**src/rtl/data_mem_ctrl.sv**
```systemverilog
// data_mem_ctrl: big-endian byte/halfword/word data-memory controller in
// front of a single-ported SRAM with one-cycle read latency. Each access is
// latched in IDLE and played out over ISSUE -> (WAIT) -> RESP. Misaligned
// requests take a one-cycle ERR path and never touch the SRAM.
module data_mem_ctrl #(
    parameter int ADDR_WIDTH = 12
) (
    input  logic                  clock,
    input  logic                  reset,
    input  logic                  req,
    input  logic [0:31]           addr,
    input  logic [0:31]           data_in,
    input  logic                  write_enable,
    input  logic                  mem_byte,
    input  logic                  mem_half_word,
    input  logic                  sign_extend,
    output logic [0:31]           data_out,
    output logic                  ready,
    output logic                  misalign_err,
    output logic                  sram_en,
    output logic                  sram_we,
    output logic [ADDR_WIDTH-1:0] sram_addr,
    output logic [0:3]            sram_be,
    output logic [0:31]           sram_wdata,
    input  logic [0:31]           sram_rdata
);

    typedef enum logic [2:0] {
        IDLE  = 3'd0,
        ISSUE = 3'd1,
        WAIT  = 3'd2,
        RESP  = 3'd3,
        ERR   = 3'd4
    } state_t;

    localparam logic [1:0] SZ_WORD = 2'd0;
    localparam logic [1:0] SZ_HALF = 2'd1;
    localparam logic [1:0] SZ_BYTE = 2'd2;

    // Internal copies use descending numbering: bit 31 is the big-endian MSB,
    // so addr_s[1:0] is the byte offset within a word.
    logic [31:0] addr_s;
    logic [1:0]  size_s;
    logic        misaligned_s;
    logic        unused_addr_s;

    state_t      state_r;
    logic [1:0]  size_r;
    logic [1:0]  lane_r;
    logic        sext_r;
    logic        we_r;

    assign addr_s = addr;
    // Bits above the SRAM range wrap and are deliberately ignored.
    assign unused_addr_s = ^addr_s;

    // Halfwords need an even offset, words an offset of zero.
    function automatic logic is_misaligned(input logic [1:0] size, input logic [1:0] lo);
        logic res;
        case (size)
            SZ_HALF: res = lo[0];
            SZ_WORD: res = (lo != 2'b00);
            default: res = 1'b0;
        endcase
        return res;
    endfunction

    // Byte enables, MSB of the result = lane 0 (bits [0:7] of the bus).
    function automatic logic [3:0] lane_enables(input logic [1:0] size, input logic [1:0] lo);
        logic [3:0] res;
        case (size)
            SZ_BYTE: begin
                case (lo)
                    2'd0:    res = 4'b1000;
                    2'd1:    res = 4'b0100;
                    2'd2:    res = 4'b0010;
                    2'd3:    res = 4'b0001;
                    default: res = 4'b0000;
                endcase
            end
            SZ_HALF: begin
                if (lo[1]) res = 4'b0011;
                else       res = 4'b1100;
            end
            default: res = 4'b1111;
        endcase
        return res;
    endfunction

    // Replicate sub-word store data into every lane so the enables pick it.
    function automatic logic [31:0] store_steer(input logic [31:0] data, input logic [1:0] size);
        logic [31:0] res;
        case (size)
            SZ_BYTE: res = {4{data[7:0]}};
            SZ_HALF: res = {2{data[15:0]}};
            default: res = data;
        endcase
        return res;
    endfunction

    // Pull the addressed lane(s) out of a read word and right-justify them.
    function automatic logic [31:0] load_extract(input logic [31:0] word, input logic [1:0] size,
                                                 input logic [1:0] lo, input logic sext);
        logic [7:0]  b;
        logic [15:0] h;
        logic [31:0] res;
        case (lo)
            2'd0:    b = word[31:24];
            2'd1:    b = word[23:16];
            2'd2:    b = word[15:8];
            2'd3:    b = word[7:0];
            default: b = 8'h00;
        endcase
        if (lo[1]) h = word[15:0];
        else       h = word[31:16];
        case (size)
            SZ_BYTE: res = sext ? {{24{b[7]}}, b} : {24'h000000, b};
            SZ_HALF: res = sext ? {{16{h[15]}}, h} : {16'h0000, h};
            default: res = word;
        endcase
        return res;
    endfunction

    // Decode the access size (byte wins over halfword) and flag misalignment
    always_comb begin
        size_s = SZ_WORD;
        if (mem_byte)           size_s = SZ_BYTE;
        else if (mem_half_word) size_s = SZ_HALF;
        else                    size_s = SZ_WORD;
        misaligned_s = is_misaligned(size_s, addr_s[1:0]);
    end

    // Transaction FSM with all outputs registered
    always_ff @(posedge clock) begin
        if (!reset) begin
            state_r      <= IDLE;
            size_r       <= SZ_WORD;
            lane_r       <= 2'd0;
            sext_r       <= 1'b0;
            we_r         <= 1'b0;
            data_out     <= 32'h0000_0000;
            ready        <= 1'b0;
            misalign_err <= 1'b0;
            sram_en      <= 1'b0;
            sram_we      <= 1'b0;
            sram_addr    <= {ADDR_WIDTH{1'b0}};
            sram_be      <= 4'b0000;
            sram_wdata   <= 32'h0000_0000;
        end else begin
            case (state_r)
                IDLE: begin
                    if (req) begin
                        if (misaligned_s) begin
                            state_r      <= ERR;
                            ready        <= 1'b1;
                            misalign_err <= 1'b1;
                        end else begin
                            state_r    <= ISSUE;
                            size_r     <= size_s;
                            lane_r     <= addr_s[1:0];
                            sext_r     <= sign_extend;
                            we_r       <= write_enable;
                            sram_en    <= 1'b1;
                            sram_we    <= write_enable;
                            sram_addr  <= addr_s[ADDR_WIDTH+1:2];
                            sram_be    <= lane_enables(size_s, addr_s[1:0]);
                            sram_wdata <= store_steer(data_in, size_s);
                        end
                    end else begin
                        state_r <= IDLE;
                    end
                end
                ISSUE: begin
                    sram_en <= 1'b0;
                    sram_we <= 1'b0;
                    sram_be <= 4'b0000;
                    if (we_r) begin
                        state_r <= RESP;
                        ready   <= 1'b1;
                    end else begin
                        state_r <= WAIT;
                    end
                end
                WAIT: begin
                    data_out <= load_extract(sram_rdata, size_r, lane_r, sext_r);
                    ready    <= 1'b1;
                    state_r  <= RESP;
                end
                RESP: begin
                    ready        <= 1'b0;
                    misalign_err <= 1'b0;
                    state_r      <= IDLE;
                end
                ERR: begin
                    ready        <= 1'b0;
                    misalign_err <= 1'b0;
                    state_r      <= IDLE;
                end
                default: begin
                    ready        <= 1'b0;
                    misalign_err <= 1'b0;
                    sram_en      <= 1'b0;
                    sram_we      <= 1'b0;
                    sram_be      <= 4'b0000;
                    state_r      <= IDLE;
                end
            endcase
        end
    end

endmodule

```
**config.mk**
```make
export PLATFORM = sky130hd
export DESIGN_NAME = data_mem_ctrl
export DESIGN_NICKNAME = d
export VERILOG_FILES = /design/src/rtl/data_mem_ctrl.sv
export SDC_FILE = /design/constraint.sdc
export NUM_CORES = 1
export LEC_CHECK = 0
export BUFFER_PORTS_ARGS = -buffer_cell sky130_fd_sc_hd__buf_2
export CAP_MARGIN = 15
export CORE_AREA = 3 3 95 97
export DETAILED_ROUTE_END_ITERATION = 12
export DIE_AREA = 0 0 98 100
export GPL_TIMING_DRIVEN = 1
export PLACE_DENSITY = 0.84
export SLEW_MARGIN = 20
export SYNTH_ARGS = -nofsm -noshare
export SYNTH_HDL_FRONTEND = slang
export SYNTH_SLANG_ARGS = --single-unit
```
**constraint.sdc**
```tcl
create_clock -name clock -period 5.1 [get_ports clock]
set_clock_uncertainty 0.15 [all_clocks]
set_input_delay 0.255 -clock clock [delete_from_list [all_inputs] [get_ports clock]]
set_output_delay 0.255 -clock clock [all_outputs]
set_load 0.005 [all_outputs]
```
# Yosys cells after proc, flatten, opt, wreduce, memory -nomap -nowiden
# Index checks and enable logic that the tools add are counted.
dict set report word_totals {
  reg_bits 93
  in_bits 103
  output_inout_bits 84
}
dict set report op_classes {
  eq_ne 18
  n_mux 30
  bitwise_logic 3
  n_reduce_logical 11
}
# cell count
set op_table {}
lappend op_table {{one-hot mux 32 bit (2 select lines)} 2}
lappend op_table {{2-to-1 mux 32 bit} 2}
lappend op_table {{one-hot mux 8 bit (4 select lines)} 1}
lappend op_table {{2-to-1 mux 16 bit} 1}
lappend op_table {{one-hot mux 4 bit (2 select lines)} 2}
lappend op_table {{one-hot mux 4 bit (4 select lines)} 1}
lappend op_table {{== test 2 bit, second input constant} 6}
lappend op_table {{2-to-1 mux 4 bit} 3}
lappend op_table {{AND reduction 3 bit} 4}
lappend op_table {{2-to-1 mux 1 bit} 9}
lappend op_table {{one-hot mux 3 bit (3 select lines)} 1}
lappend op_table {{== test 2 x 1 -> 1 bit, second input constant} 4}
lappend op_table {{!= test 2 bit, second input constant} 4}
lappend op_table {{one-hot mux 1 bit (2 select lines)} 4}
lappend op_table {{== test 3 x 2 -> 1 bit, second input constant} 2}
lappend op_table {{zero test 2 bit} 3}
lappend op_table {{2-to-1 mux 3 bit} 2}
lappend op_table {{== test 3 x 1 -> 1 bit, second input constant} 1}
lappend op_table {{== test 3 bit, second input constant} 1}
lappend op_table {{zero test 3 bit} 1}
lappend op_table {{NOT 1 bit} 3}
lappend op_table {{one-hot mux 1 bit (3 select lines)} 1}
lappend op_table {{OR reduction 3 bit} 1}
lappend op_table {{2-to-1 mux 2 bit} 1}
lappend op_table {{2 further kinds} 2}

# Longest topological paths before layout
# Gate-level depths: netlist of the first run.
dict set report logic_depth {
  ltp_word 7
  ltp_mapped 8
  mapped_depth_nobuf 6
}

# Worst setup path before layout of the first run
# OpenSTA, ideal clock, no wires.
dict set report synth_path {
  path_kind {reg2reg}
  from {register size_r[0]}
  to {register data_out[17] (netlist name)}
  t_arrival_ns 1.536
  t_required_ns 4.817
  path_slack_ns 3.281
  stages_incl_launch_ff 8
  path_buffers 2
  period_less_slack_ns 1.819
  cell_sequence {dfxtp_1 -> inv_1 -> ha_1 -> buf_1 -> clkbuf_1 -> nand3b_1 -> o211ai_1 -> a21oi_1}
}
dict set report synth_between {
  elab_chain_len 2
}
# element line_no
set synth_rtl {}
lappend synth_rtl {{start: declaration} 48} ;# logic [1:0] size_r;
lappend synth_rtl {{start signal: assignment} 159} ;# size_r <= size_s;
lappend synth_rtl {{== test 2 x 1 -> 1 bit / == test 2 bit (equally long branches)} 116} ;# case (size)
lappend synth_rtl {{one-hot mux 32 bit (2 select lines) (*)} 116}
lappend synth_rtl {{end signal: assignment} 185} ;# data_out <= load_extract(sram_rdata, size_r, lane_r, sext_r);
lappend synth_rtl {{end: declaration} 17} ;# output logic [0:31] data_out,
# Every way passes the cells marked *; elsewhere a longest branch is shown, timed or not.
# A chain may end at the register's enable or synchronous reset.

# Worst setup path in the final report of the first run
dict set report layout_path {
  from {register size_r[0]}
  to {register data_out[25] (netlist name)}
}
# Same word-level chain as after synthesis.

==> metrics.csv, run 1 <==
metric,value,unit
cp_max_fo,31,
synth_edf_count,0,
drt-initial-drc-count,184,
place_hpwl,8240,um
vias,4410,
core,0.00822,mm^2
start_kind,flip-flop,
holdBufCountCts,26,
fp.dieH,100,um
cts_resized,0,
fill_cells,660,
antenna_left,0,
clk_pin_slew_worst_paths,0.09,ns
n_antenna_cell,0,
synth-simple-area-share,23.4,%
status,finished clean,
synth_top_family_by_area,simple AND/OR/NAND/NOR gates,
drv_slew,0,
boundaryPins,187,
required,5.22,ns
drt_pass1_iterations,7,
min_from,sram_rdata[27],
synth.distinct_cells,45,
yosys_warnings,0,
clockBufferDepth,2,
seq_area_frac_synth,44.4,%
setup_viol,0,
p_leak,0.00271,uW
rows,33,
drv_cap,0,
ys.flop_type,dfxtp_1,
clock.fmax,374,MHz
fin_hold_ws,0.0190,ns
synth_mux_area_share,4.87,%
vias_per_cell,5.65,
syn_inst,505,
post_cts_buffers,0,
synthArstFlopShare,0,%
cts_max_level,3,
wl_per_cell,15.9,um
syn_nets,610,
grt_usage,24.0,%
io_buffers,168,
routed_wl,12400,um
grt_overflow,0,
grt_antenna_before_repair,0,
ys_ff_latch,93,
peakVddDrop,0.190,mV
max-slew-margin-rel,28.1,%
cts_root_buffer,clkbuf_8,
fin_crit_sh,52.4,%
grt_max_degree,119,
drive_gt1_share,30.4,%
die_w,98,um
regToRegStartpoint,size_r[0],
worst_slew_pin_slew,1.08,ns
post-route-min-period,2.67,ns
powerDensity,325,mW/mm^2
grt_pass1_vias,4119,
synth.avg_cell_area,8.30,um^2
clock_latency,0.34,ns
start_util,51.0,%
yosys.area_share.xor_xnor,0.209,%
arrival,2.79,ns
startpoint,size_r[0],
cts_tree,done,
drc,0,
clock_sinks,93,
synth_compound_area_share,22.0,%
synth-adder-area-share,0.597,%
place_congestion,0.895,
hold_class,in2reg,
layout.nets,775,
area_delta_synth_final,31.3,%
rsz0062_at_grt,false,
worstSetupPathType,reg2reg,
grt_first_pass_wirelength,19500,um
numCtsBuffers,9,
dieArea,0.00980,mm^2
synthesis.area,0.00419,mm^2
cp-end-kind,flip-flop,
final.setup.tns,0,ns
hold_viol_final,0,
-- metrics by stage --
step	power (uW)	cell area, um^2	std cells	setup slack (ns)	utilization (%)
after global routing	1880	5500	780	2.24	67.0
final	1790	5500	780	2.43	67.0
after detailed placement	1220	5010	738	2.47	61.0
after CTS	1790	5500	780	2.46	66.9
after floorplan	1070	4190	505	3.28	-
after global placement	1210	5010	738	2.51	61.0
-- state kept, by name (all words and copies together), names as in the netlist, 2 cells and up --
name	flops
sram_be	4
lane_r	2
sram_wdata	32
size_r	2
data_out	32
state_r	3
sram_addr	12
-- synth_stat cells, types with 4 or more instances --
library cell | instances | area share (%)
nand2_1 | 98 | 8.8
dfxtp_1 | 93 | 44
nand3_1 | 69 | 8.2
o21ai_0 | 47 | 5.6
a21oi_1 | 34 | 4.1
clkbuf_1 | 25 | 2.2
o211a_1 | 16 | 3.8
o211ai_1 | 13 | 2.3
buf_2 | 11 | 1.3
a21boi_0 | 10 | 1.8
nand3b_1 | 10 | 1.8
mux2_2 | 9 | 2.4
mux2i_1 | 8 | 1.9
a221oi_1 | 7 | 1.5
nor2_1 | 6 | 0.54
nor2b_1 | 6 | 0.90
buf_1 | 4 | 0.36
-- layout make-up --
type / instances / area [um^2] / area share (%)
sequential: 93 / 1860 / 33.8
clock buffer: 10 / 138 / 2.50
clock inverter: 6 / 93.8 / 1.71
tap: 105 / 131 / 2.39
multi-input combinational: 367 / 2150 / 39.0
timing repair buffer: 196 / 1120 / 20.3
inverter: 3 / 11.3 / 0.205
-- metal layers --
metal	GRT usage, %	vias up	share of wire (%)
met4	10.0	0	2.8
met5	0	-	0
met2	41.5	219	49
met3	6.32	32	9.4
li1	-	2121	-
met1	28.4	2038	39
-- report_power, final --
group	total, uW	switching, uW	internal [uW]
Combinational	383	214	169
Sequential	844	45.1	799
Clock	560	267	293
Total	1790	525	1260
-- final timing paths --
check / endpoint / slack [ns] / depth (start not counted)
worst max-delay path: data_out[25] / 2.43 / 5
worst min-delay path: data_out[27] / 0.02 / 3
worst max register to register: data_out[25] / 2.43 / 5
worst min register to register: sram_addr[3] / 0.30 / 2
-- placed cells by master (no fill, tap or decap), drive strengths merged, types with 2 or more instances in the layout --
cell type,netlist,final
nor2,7,7
o211ai,13,13
nand2b,3,3
nand3b,10,10
ha,2,2
a21o,2,2
nor2b,6,6
dfxtp,93,93
mux2,9,9
a32o,2,2
nand3,69,69
a221oi,7,7
buf,17,170
dlygate4sd3,0,26
and2,2,2
o21ai,47,47
nand2,98,98
or2,2,2
mux2i,8,8
clkinv,1,3
inv,2,3
a21oi,34,34
a21boi,10,10
o21bai,2,2
nor3b,4,4
bufinv,0,2
o211a,16,16
clkbuf,25,10
-- cells by family (layout without fill, tap and decap cells) --
family                     after synthesis  count (layout)
AOI/OAI and AO/OA                      139             139
and+or+nand+nor                        207             207
xor gates and xnor gates                 1               1
muxes                                   18              18
adders and majority gates                2               2
DFF                                     93              93
buffers and inverters                   45             215
-- worst max-delay path, cell delays in order, from the launching register on --
cell and delay (ns):
dfxtp_1 0.36, inv_1 0.05, ha_1 0.68, nor3b_1 0.88
a221oi_1 0.26, a21oi_1 0.22
No activity file was read; power rests on OpenSTA's default activity.
==> inputs of run 2 (changes only) <==
- CORE_AREA: 3 3 95 97 -> 3 3 99 101
- DIE_AREA: 0 0 98 100 -> 0 0 102 104
- PLACE_DENSITY: 0.84 -> 0.78
- clock period: 5.1 -> 2.8 ns (I/O delays scaled with it)
==> run 2 against run 1 <==
Final area increased by 6.8%. Count of clock-buffer cells in the layout fell by 1. Register-to-register slack worse by 2.2 ns. Clock power increased by 61%. Global-route usage increased by 0.58 points. First-iteration DRC count is 24% higher.
==> metrics.csv, run 2 (synthesis results as in run 1) <==
metric,value,unit
status,finished clean,
clk_pin_slew_worst_paths,0.09,ns
grt_first_pass_wirelength,21300,um
fin_crit_sh,91.4,%
regToRegStartpoint,size_r[0],
drt-initial-drc-count,229,
hold_class,in2reg,
worstSetupPathType,reg2reg,
io_buffers,168,
drv_slew,0,
required,2.90,ns
startpoint,size_r[0],
start_kind,flip-flop,
grt_max_degree,75,
final.setup.tns,0,ns
place_hpwl,8630,um
peakVddDrop,0.312,mV
n_antenna_cell,0,
routed_wl,13200,um
powerDensity,544,mW/mm^2
arrival,2.66,ns
antenna_left,0,
final_cell_mix,"buf_2, nand2_1, dfxtp_1",
post_cts_buffers,0,
cp-end-kind,flip-flop,
p_leak,0.00289,uW
setup_viol,0,
drt_pass1_iterations,5,
r2r_slack,0.24,ns
rows,35,
clock_latency,0.35,ns
core,0.00911,mm^2
holdPathStages,4,
boundaryPins,187,
grt_usage,24.6,%
clock_sinks,93,
dp.cells,750,
drv_cap,0,
grt_overflow,0,
min_from,data_in[21],
vias,4574,
worst_slew_pin_slew,0.690,ns
grt_antenna_before_repair,0,
place_congestion,0.843,
grt_pass1_vias,4482,
start_util,46.0,%
fp.dieH,104,um
hold_viol_final,0,
drc,0,
area_delta_synth_final,40.3,%
clock.fmax,391,MHz
r2r_cells,7,
cts_tree,done,
wl_per_cell,16.0,um
cts_max_level,3,
min_to,sram_wdata[21],
layout.cells.non_filler,826,
max-slew-margin-rel,54.0,%
vias_per_cell,5.54,
drive_gt1_share,29.7,%
die_w,102,um
layout.nets,815,
r2r-end,data_out[31],
top_regs,"data_out (32), sram_wdata (32), sram_addr (12)",
numCtsBuffers,9,
cp_max_fo,14,
post-route-min-period,2.56,ns
dieArea,0.0106,mm^2
rsz0062_at_grt,false,
final_common_cell,buf_2,
clockBufferDepth,2,
cts_root_buffer,clkbuf_8,
==> run 2: how the worst max path moves through the flow <==
stage | end | slack [ns] | depth (start not counted)
2_1_floorplan | data_out[17] | 0.98 | 7
3_3_place_gp | data_out[13] | 0.63 | 6
3_5_place_dp | data_out[6] | 0.57 | 6
4_1_cts | data_out[27] | 0.08 | 6
5_1_grt | data_out[27] | 0.12 | 8
6_report | data_out[31] | 0.24 | 7
==> run 2: critical path, cell delays in order, from the launching register on <==
cell	delay [ns]
dfxtp_1	0.36
inv_1	0.05
ha_1	0.60
nor3b_1	0.10
buf_4	0.18
a221oi_1	0.30
a21oi_1	0.14
dlygate4sd3_1	0.57
==> run 2: where the power goes <==
| group | switching [uW] | leakage (uW) | internal (uW) |
|---|---|---|---|
| clock network | 485 | 0.000100 | 418 |
| logic | 408 | 0.00202 | 354 |
| registers | 79.0 | 0.000760 | 1460 |
| total | 972 | 0.00289 | 2230 |
==> run 2: cell type report <==
type,instances,area (um^2)
clock inverter,7,73.8
tap,111,139
inverter,3,11.3
fill,753,3230
clock buffer,9,124
timing repair buffer,236,1520
sequential,93,1860
multi-input combinational,367,2150
==> run 2: per-layer routing <==
layer	share of wire [%]	GRT usage [%]	vias up	routed length, um
met5	0	0	-	0
met4	3.0	9.47	0	394
met3	8.2	5.70	36	1080
met2	50	42.1	215	6540
met1	39	29.5	2118	5180
li1	-	-	2205	-
==> run 2: per-stage QoR <==
stage | util, % | setup slack, ns | hold slack [ns] | cell area, um^2 | power [uW]
after floorplan | - | 0.981 | 0.120 | 4190 | 1950
after global placement | 55.7 | 0.634 | 0.201 | 5070 | 2220
after detailed placement | 55.7 | 0.571 | 0.211 | 5070 | 2240
after CTS | 64.5 | 0.0846 | 0.000164 | 5870 | 3210
after global routing | 64.5 | 0.119 | 0.0124 | 5880 | 3360
final | 64.5 | 0.242 | 0.0133 | 5880 | 3200
==> run 2: repair_timing <==
item,CTS,global route
setup endpoints to repair,0,4
endpoints found under the hold margin,57,0
resized for setup,0,1
hold buffers,60,0
==> inputs of run 3 (changes only) <==
- MAX_ROUTING_LAYER: not set -> met4
==> run 3 against run 2 <==
Sequential share of layout area unchanged. Critical path depth unchanged. Final cell count unchanged. Clock power up 1%. Die area unchanged. Highest routed layer unchanged.
==> metrics.csv, run 3 (synthesis results as in run 1) <==
metric,value,unit
required,2.90,ns
setup_viol,0,
clock_sinks,93,
start_util,46.0,%
clockBufferDepth,2,
cp_max_fo,14,
hold_viol_final,0,
drv_cap,0,
antenna_left,0,
cts_root_buffer,clkbuf_8,
wl_per_cell,16.0,um
die_w,102,um
pwr-share-comb,23.8,%
hold_class,in2reg,
post_cts_buffers,0,
rows,35,
fin_crit_sh,90.6,%
clkPwrFrac,28.4,%
status,finished clean,
drv_slew,0,
multi_input_area,0.00215,mm^2
clock.fmax,394,MHz
rsz0062_at_grt,false,
peakVddDrop,0.312,mV
finalPower,3210,uW
p_int,2230,uW
numCtsBuffers,9,
place_hpwl,8630,um
clk_pin_slew_worst_paths,0.09,ns
r2r_slack,0.26,ns
post-route-min-period,2.54,ns
area_delta_synth_final,40.3,%
cts_tree,done,
place_congestion,0.857,
swShare,30.6,%
grt_pass1_vias,4482,
final_common_cell,buf_2,
seq_area,0.00186,mm^2
vias_per_cell,5.57,
p_sw,982,uW
fp.dieH,104,um
max-slew-margin-rel,53.7,%
grt_overflow,0,
p_leak,0.00289,uW
worst_slew_pin_slew,0.695,ns
cts_max_level,3,
grt_antenna_before_repair,0,
final_cell_mix,"buf_2, nand2_1, dfxtp_1",
drive_gt1_share,29.7,%
clock_latency,0.36,ns
io_buffers,168,
dieArea,0.0106,mm^2
drc,0,
arrival,2.64,ns
grt_first_pass_wirelength,21300,um
cp-end-kind,flip-flop,
grt_max_degree,75,
core,0.00911,mm^2
drt-initial-drc-count,253,
vias,4604,
boundaryPins,187,
routed_wl,13300,um
powerDensity,546,mW/mm^2
layout.nets,815,
final.setup.tns,0,ns
grt_usage,25.3,%
top_regs,"data_out (32), sram_wdata (32), sram_addr (12)",
n_antenna_cell,0,
fill_cells,753,
drt_pass1_iterations,5,
worstSetupPathType,reg2reg,
power_frac_seq,47.8,%
start_kind,flip-flop,
[run 3: cell counts in the layout (fill, tap and decap cells not counted)]
No cell type changed its count.
[run 3: final timing paths]
check	from	endpoint	cells after the start
setup / recovery	size_r[0]	data_out[27]	7
hold reg to reg	sram_addr[2]	sram_addr[2]	2
setup reg to reg	size_r[0]	data_out[27]	7
hold / removal	data_in[21]	sram_wdata[21]	4
[run 3: metal layers]
metal,track usage [%],share of wire (%),vias to the layer above
met5,-,0,-
met4,9.37,2.9,0
met3,4.49,7.4,43
met2,42.2,50,219
met1,30.2,40,2139
li1,-,-,2203
[run 3: stage by stage]
step	std cells	utilization, %	hold WS (ns)	instance area (um^2)	setup WS [ns]
after floorplan	505	-	0.120	4190	0.981
after global placement	750	55.7	0.201	5070	0.634
after detailed placement	750	55.7	0.211	5070	0.571
after CTS	826	64.5	0.000164	5870	0.0846
after global routing	826	64.5	0.0118	5880	0.119
final	826	64.5	0.00810	5880	0.262
[run 3: power by group through the flow]
| stage | sequential [uW] | clock [uW] | combinational, uW |
|---|---|---|---|
| after detailed placement | 1560 | 0 | 680 |
| after CTS | 1530 | 927 | 752 |
| final | 1540 | 912 | 763 |
| after floorplan | 1560 | 0 | 390 |
| after global routing | 1550 | 971 | 842 |
| after global placement | 1560 | 0 | 662 |
[run 3: area by class of cell]
class / count / area share, %
multi-input combinational: 367 / 36.6
clock buffer: 9 / 2.11
sequential: 93 / 31.7
inverter: 3 / 0.192
clock inverter: 7 / 1.26
timing repair buffer: 236 / 25.8
tap: 111 / 2.36
[run 3: repair_timing]
item,in CTS,in global routing
setup endpoints to repair,0,4
gates resized for setup,0,1
hold buffers,60,0
hold endpoints to repair,57,0
[run 3: critical path: stages (launching register included)]
cell,delay [ns]
dfxtp_1,0.37
inv_1,0.05
ha_1,0.59
nor3b_1,0.10
buf_4,0.18
a221oi_1,0.32
a21oi_1,0.11
dlygate4sd3_1,0.56
